### src/rtl/mcdf_pkg.sv
// Shared types, constants and the length-code decoder for the MCDF packet formatter.
package mcdf_pkg;

   localparam int unsigned MCDF_NCH   = 3;
   localparam int unsigned MCDF_DEPTH = 32;

   typedef enum logic [1:0] {
      StIdle,
      StReq,
      StSend
   } fmt_state_e;

   // Length code 0..3 maps to 4, 8, 16, 32 words.
   function automatic logic [5:0] len_decode(input logic [1:0] code);
      return 6'd4 << code;
   endfunction

endpackage

### src/rtl/mcdf_rr_arbiter.sv
// Combinational round-robin pick among eligible channels, starting after last_ch_i.
module mcdf_rr_arbiter
   import mcdf_pkg::*;
(
   input  logic [MCDF_NCH-1:0] elig_i,
   input  logic [1:0]          last_ch_i,
   output logic [MCDF_NCH-1:0] gnt_o,
   output logic [1:0]          idx_o
);

   always_comb begin
      logic found;
      int   cand;
      gnt_o = '0;
      idx_o = '0;
      found = 1'b0;
      for (int k = 1; k <= int'(MCDF_NCH); k++) begin
         cand = (int'(last_ch_i) + k) % int'(MCDF_NCH);
         if (!found && elig_i[cand]) begin
            found       = 1'b1;
            gnt_o[cand] = 1'b1;
            idx_o       = 2'(cand);
         end
      end
   end

endmodule

### src/rtl/mcdf_formatter.sv
// MCDF packet formatter: picks a channel holding a full packet, requests the bus, pops it out.
// Optional even-parity output is enabled by defining MCDF_FMT_PARITY_EN.
module mcdf_formatter
   import mcdf_pkg::*;
#(
   parameter int unsigned NCH   = MCDF_NCH,
   parameter int unsigned DEPTH = MCDF_DEPTH
) (
   input  logic                  clk_i,
   input  logic                  rst_n_i,
   input  logic [NCH-1:0]        ch_en_i,
   input  logic [1:0]            pkt_len_i,
   input  logic [NCH-1:0][31:0]  fifo_data_i,
   input  logic [NCH-1:0][5:0]   fifo_freeslot_i,
   output logic [NCH-1:0]        fifo_rd_o,
   output logic                  fmt_req_o,
   input  logic                  fmt_grant_i,
   output logic [1:0]            fmt_chid_o,
   output logic [5:0]            fmt_length_o,
   output logic                  fmt_valid_o,
   output logic [31:0]           fmt_data_o,
   output logic                  fmt_start_o,
   output logic                  fmt_end_o,
   output logic                  fmt_parity_o,
   output logic                  fmt_idle_o
);

   fmt_state_e     state_q;
   logic           req_q;
   logic [1:0]     chid_q;
   logic [1:0]     last_ch_q;
   logic [5:0]     len_q;
   logic [5:0]     cnt_q;
   logic           valid_q;
   logic [31:0]    data_q;
   logic           start_q;
   logic           end_q;
`ifdef MCDF_FMT_PARITY_EN
   logic           par_q;
`endif

   logic [5:0]     cur_len;
   logic [NCH-1:0] elig;
   logic [NCH-1:0] arb_gnt;
   logic [1:0]     arb_idx;
   logic [31:0]    pop_word;

   assign cur_len  = len_decode(pkt_len_i);
   assign pop_word = fifo_data_i[chid_q];

   // Occupancy is derived from the free-slot count; 32 - 0 still fits in 6 bits.
   always_comb begin
      elig = '0;
      for (int i = 0; i < int'(NCH); i++) begin
         elig[i] = ch_en_i[i] && ((6'(DEPTH) - fifo_freeslot_i[i]) >= cur_len);
      end
   end

   mcdf_rr_arbiter u_arb (
      .elig_i    (elig),
      .last_ch_i (last_ch_q),
      .gnt_o     (arb_gnt),
      .idx_o     (arb_idx)
   );

   always_ff @(posedge clk_i or negedge rst_n_i) begin
      if (!rst_n_i) begin
         state_q   <= StIdle;
         req_q     <= 1'b0;
         chid_q    <= 2'd0;
         last_ch_q <= 2'd2;
         len_q     <= 6'd0;
         cnt_q     <= 6'd0;
         valid_q   <= 1'b0;
         data_q    <= 32'd0;
         start_q   <= 1'b0;
         end_q     <= 1'b0;
`ifdef MCDF_FMT_PARITY_EN
         par_q     <= 1'b0;
`endif
      end else begin
         valid_q <= 1'b0;
         start_q <= 1'b0;
         end_q   <= 1'b0;
`ifdef MCDF_FMT_PARITY_EN
         par_q   <= 1'b0;
`endif
         unique case (state_q)
            StIdle: begin
               if (|arb_gnt) begin
                  state_q <= StReq;
                  req_q   <= 1'b1;
                  chid_q  <= arb_idx;
                  len_q   <= cur_len;
               end
            end
            StReq: begin
               if (fmt_grant_i) begin
                  state_q   <= StSend;
                  req_q     <= 1'b0;
                  cnt_q     <= 6'd0;
                  last_ch_q <= chid_q;
               end
            end
            StSend: begin
               valid_q <= 1'b1;
               data_q  <= pop_word;
               start_q <= (cnt_q == 6'd0);
               end_q   <= (cnt_q == len_q - 6'd1);
`ifdef MCDF_FMT_PARITY_EN
               par_q   <= ^pop_word;
`endif
               cnt_q   <= cnt_q + 6'd1;
               if (cnt_q == len_q - 6'd1) begin
                  state_q <= StIdle;
               end
            end
            default: state_q <= StIdle;
         endcase
      end
   end

   always_comb begin
      fifo_rd_o = '0;
      if (state_q == StSend) begin
         fifo_rd_o[chid_q] = 1'b1;
      end
   end

   assign fmt_req_o    = req_q;
   assign fmt_chid_o   = chid_q;
   assign fmt_length_o = len_q;
   assign fmt_valid_o  = valid_q;
   assign fmt_data_o   = data_q;
   assign fmt_start_o  = start_q;
   assign fmt_end_o    = end_q;
   assign fmt_idle_o   = (state_q == StIdle);
`ifdef MCDF_FMT_PARITY_EN
   assign fmt_parity_o = par_q;
`else
   assign fmt_parity_o = 1'b0;
`endif

endmodule

### config.mk
export PLATFORM = sky130hd
export DESIGN_NAME = mcdf_formatter
export DESIGN_NICKNAME = d
export VERILOG_FILES = /design/src/rtl/mcdf_pkg.sv /design/src/rtl/mcdf_rr_arbiter.sv /design/src/rtl/mcdf_formatter.sv
export SDC_FILE = /design/constraint.sdc
export NUM_CORES = 1
export LEC_CHECK = 0
export ABC_AREA = 1
export CORE_MARGIN = 8
export CORE_UTILIZATION = 41
export CTS_BUF_LIST = sky130_fd_sc_hd__clkbuf_16
export CTS_CLUSTER_DIAMETER = 30
export DETAILED_ROUTE_END_ITERATION = 10
export HOLD_SLACK_MARGIN = 0.06
export PLACE_DENSITY = 0.8
export SLEW_MARGIN = 20
export SYNTH_ARGS = -nofsm -noshare
export SYNTH_HDL_FRONTEND = slang
export SYNTH_SLANG_ARGS = --single-unit
### constraint.sdc
create_clock -name clk_i -period 2.4 [get_ports clk_i]
set_clock_uncertainty 0.15 [all_clocks]
set_input_delay 0.36 -clock clk_i [delete_from_list [all_inputs] [get_ports clk_i]]
set_output_delay 0.36 -clock clk_i [all_outputs]
set_load 0.03 [all_outputs]
==> results of run 1 <==
==> logic make-up after synthesis <==
logic type / Yosys count / share of synthesized area (%)
AO/OA/AOI/OAI: 61 / 12.3
XOR/XNOR: 11 / 2.87
adder cells (fa/ha/maj): 19 / 7.08
buffers and inverters: 70 / 8.38
flip-flops: 52 / 38.8
other: 1 / 0.112
AND/OR/NAND/NOR: 226 / 30.5
==> layout make-up <==
| class | instances | area (um^2) | area share (%) |
|---|---|---|---|
| multi-input combinational | 320 | 2010 | 35.0 |
| sequential | 52 | 1300 | 22.7 |
| clock inverter | 3 | 18.8 | 0.327 |
| inverter | 49 | 186 | 3.25 |
| tap | 105 | 131 | 2.29 |
| clock buffer | 5 | 125 | 2.18 |
| timing repair buffer | 208 | 1970 | 34.3 |
==> repair_timing <==
item,4_1_cts,5_1_grt
endpoints found under the setup margin,8,8
gates cloned,0,0
endpoints found under the hold margin,28,0
gates resized for setup,62,17
pin swaps,40,24
buffers inserted,15,2
hold buffers,1,0
==> per-layer routing <==
layer | vias up | wire (um) | share of wire, %
met4 | 0 | 332 | 2.7
met3 | 25 | 979 | 8.1
met1 | 1789 | 4750 | 39
met5 | - | 0 | 0
met2 | 159 | 6050 | 50
li1 | 1852 | - | -
==> worst max path at each step <==
stage                                    from               to  slack [ns]  depth (start not counted)
after floorplan            fifo_freeslot_i[1]    fmt_chid_o[0]       -0.27                         21
after global placement    fifo_freeslot_i[13]       state_q[0]       -0.80                         20
after detailed placement   fifo_freeslot_i[1]       state_q[0]       -0.97                         22
after CTS                  fifo_freeslot_i[0]  fmt_length_o[4]       -0.26                         23
after global routing             pkt_len_i[1]    fmt_chid_o[1]       -0.50                         18
final                      fifo_freeslot_i[1]    fmt_chid_o[1]       -0.32                         22
==> cell usage in the layout (no fill, tap or decap), types with 5 or more instances in the layout <==
cell type / Yosys / layout
clkdlybuf4s50_1: 0 / 148
nand2_1: 109 / 91
dfrtp_1: 51 / 51
inv_1: 43 / 43
buf_4: 3 / 42
nand3_1: 44 / 37
nor2_1: 41 / 33
a22oi_1: 21 / 21
nand2_2: 2 / 20
a31oi_1: 18 / 18
ha_1: 19 / 18
nand3_2: 7 / 12
nand4_1: 10 / 10
nor2_4: 0 / 8
o21ai_0: 8 / 8
xor2_1: 5 / 5
clkbuf_16: 0 / 5
buf_2: 6 / 5
==> state kept, by name (all words and copies together) (netlist names) <==
register and cells:
fmt_length_o 4, fmt_end_o 1, fmt_chid_o 2, fmt_start_o 1, last_ch_q 2, fmt_valid_o 1
fmt_req_o 1, state_q 2, fmt_data_o 32, cnt_q 6
==> power breakdown <==
part           internal (mW)  leakage (nW)  total, mW  switching [mW]
registers               1.27         0.625       1.55           0.279
logic                   1.58          1.89       3.98            2.40
clock network          0.384        0.0736      0.689           0.305
total                   3.24          2.59       6.22            2.98
==> critical path, stage by stage <==
cell and delay, ns:
buf_6 0.09, nor2_4 0.11, nand2_2 0.05, nor2_1 0.08, inv_1 0.06, or2_4 0.24, xnor2_2 0.13, ha_1 0.32
nand2_1 0.07, inv_1 0.05, nand2_1 0.07, nand3_2 0.12, nand3_2 0.09, nand3_1 0.11, nand2_2 0.11, nand3_4 0.12
nor2_4 0.15, nor2_4 0.06, nand3_4 0.12, nand2_8 0.09, nand2_2 0.06, nand2_1 0.05
==> metrics by stage <==
stage                     cell area, um^2  power [mW]  hold WS, ns  setup slack, ns  cells
after floorplan                      3430        3.89      -0.0856           -0.271    442
after global placement               5320        5.26        0.282           -0.803    716
after detailed placement             5320        5.36        0.281           -0.967    716
after CTS                            5660        6.16        0.345           -0.257    740
after global routing                 5740        6.66        0.365           -0.500    742
final                                5740        6.22        0.357           -0.321    742
==> results.md, run 1 <==
- Number of flops mapped to enable cells by yosys: 0
- WP data arrival: ~2.7 ns
- Max Slew Vio Count: 0
- Total Routed Length: about 12 mm
- Die Ht: 107 um
- Met1 Use GR: 24.1%
- CTS Buf Count: 5
- Setup ws final: -0.321 ns
- Syn_area_per_cell: approximately 7.6 um^2
- Worst-skew pair later-pin latency: roughly 0.29 ns
- Cell Pwr Density: 1080 nW/um^2
- Buffers on Ports: 167
- Status: complete, but fails checks
- Largest net degree at the start of global routing: 52
- Post-synth top flop: dfrtp_1
- Io pins: around 170
- FF-to-FF path depth: 13
- Area share of the largest cell type after synthesis: about 38%
- Die footprint: around 11000 um^2
- Antenna-violating nets left: 0
- Share of layout cells above drive strength 1: about a fifth
- CTS H-tree depth: 2
- Filler cells: roughly 620
- Remaining DRCs: 0
- Hold depth: 1
- Initial antenna violation count: 0
- RSZ-0062 raised after global routing: true
- Grt ovf: 0
- Vias per inst: just over 5
- Cells taking the most area after synthesis: dfrtp_1 (38%), nand2_1 (12%), ha_1 (7.1%), nand3_1 (6.6%), inv_1 (4.8%)
- Origin of the critical flop-to-flop path: last_ch_q[0]
- GR Util met3: under 10%
- Placer Congestion: ~0.90
- Synth async-reset ratio: between 90% and 100%
- Crit share post-route: 113%
- R2R setup slack: ~0.08 ns
- Mapped cell area: ~3400 um^2
- Hpwl dp: 9.47 mm
- Maximum fanout along the worst path: 8
- Cell variety after synth: 35
- Area Growth Syn to Fin: 71.0%
- Setup TNS: -2.43 ns
- Inserted Diodes: 0
- DR iter-0 viols: between 200 and 250
- First-pass GRT wire length: roughly 19 mm
- Crit path kind: in -> reg
- DR WL/cell: about 16 um
- CP endpoint kind: flop
- Synth cell count leaders: nand2_1 (109), dfrtp_1 (51), nand3_1 (44), inv_1 (43), nor2_1 (41)
- Clock Sinks: 52
- Vias in the first global route: between 3k and 4k
- YS warnings: 0
- Die width: 107 um
- Core area: 8090 um^2
- Count leader, synth: nand2_1
- CP startpoint kind: input port
- Synth area leader: dfrtp_1
- Required time of the critical path: around 2.4 ns
- Peak supply drop: ~0.48 mV
- Number of cell rows: 33
- Hold Path Class: reg -> reg
- Violated checks: setup timing
- Grt peak-use layer: met2
- FF+latch count, synth: 52
- Via count: approximately 3.8k
- Worst Hold Launch: cnt_q[5]
- Initial DRT Pass Iterations: 4
- Fin crit period: roughly 2.7 ns
- Met2 Use GR: 36.3%
- Total Routing Usage GR: 20.6%
- Clk slew on worst S/H paths: roughly 0.07 ns
- Maximum clock path buffer count: 2
- Max-slew headroom at the worst pin: a little over half
- Reg2reg end: fmt_chid_o[1]
- Sequential fraction of the synthesis area: slightly below 40%
- Max Fclk: roughly 370 MHz
- Worst Tran Pin Value: roughly 0.69 ns
- LEAKAGE: 2.59 nW
- Final setup viols: 8
- Post-layout util: between 70% and 80%
- Hold Path End: fmt_start_o
- CTS root buffer: clkbuf_16
- Nets: around 800
- Max-capacitance violation count: 0
- CTS tree: done
- Initial Util: 41.5%
- Fin. Hold Viols: 0
- Cells after Synth: 440
No activity file was read; power rests on OpenSTA's default activity.
==> inputs of run 2 (changes only) <==
--- a/config.mk
+++ b/config.mk
@@ -6,6 +6,7 @@
 export NUM_CORES = 1
 export LEC_CHECK = 0
 export ABC_AREA = 1
+export CAP_MARGIN = 5
 export CORE_MARGIN = 8
 export CORE_UTILIZATION = 41
 export CTS_BUF_LIST = sky130_fd_sc_hd__clkbuf_16
==> results of run 2 <==
Final layout, timing and power as in run 1 (identical DEF).
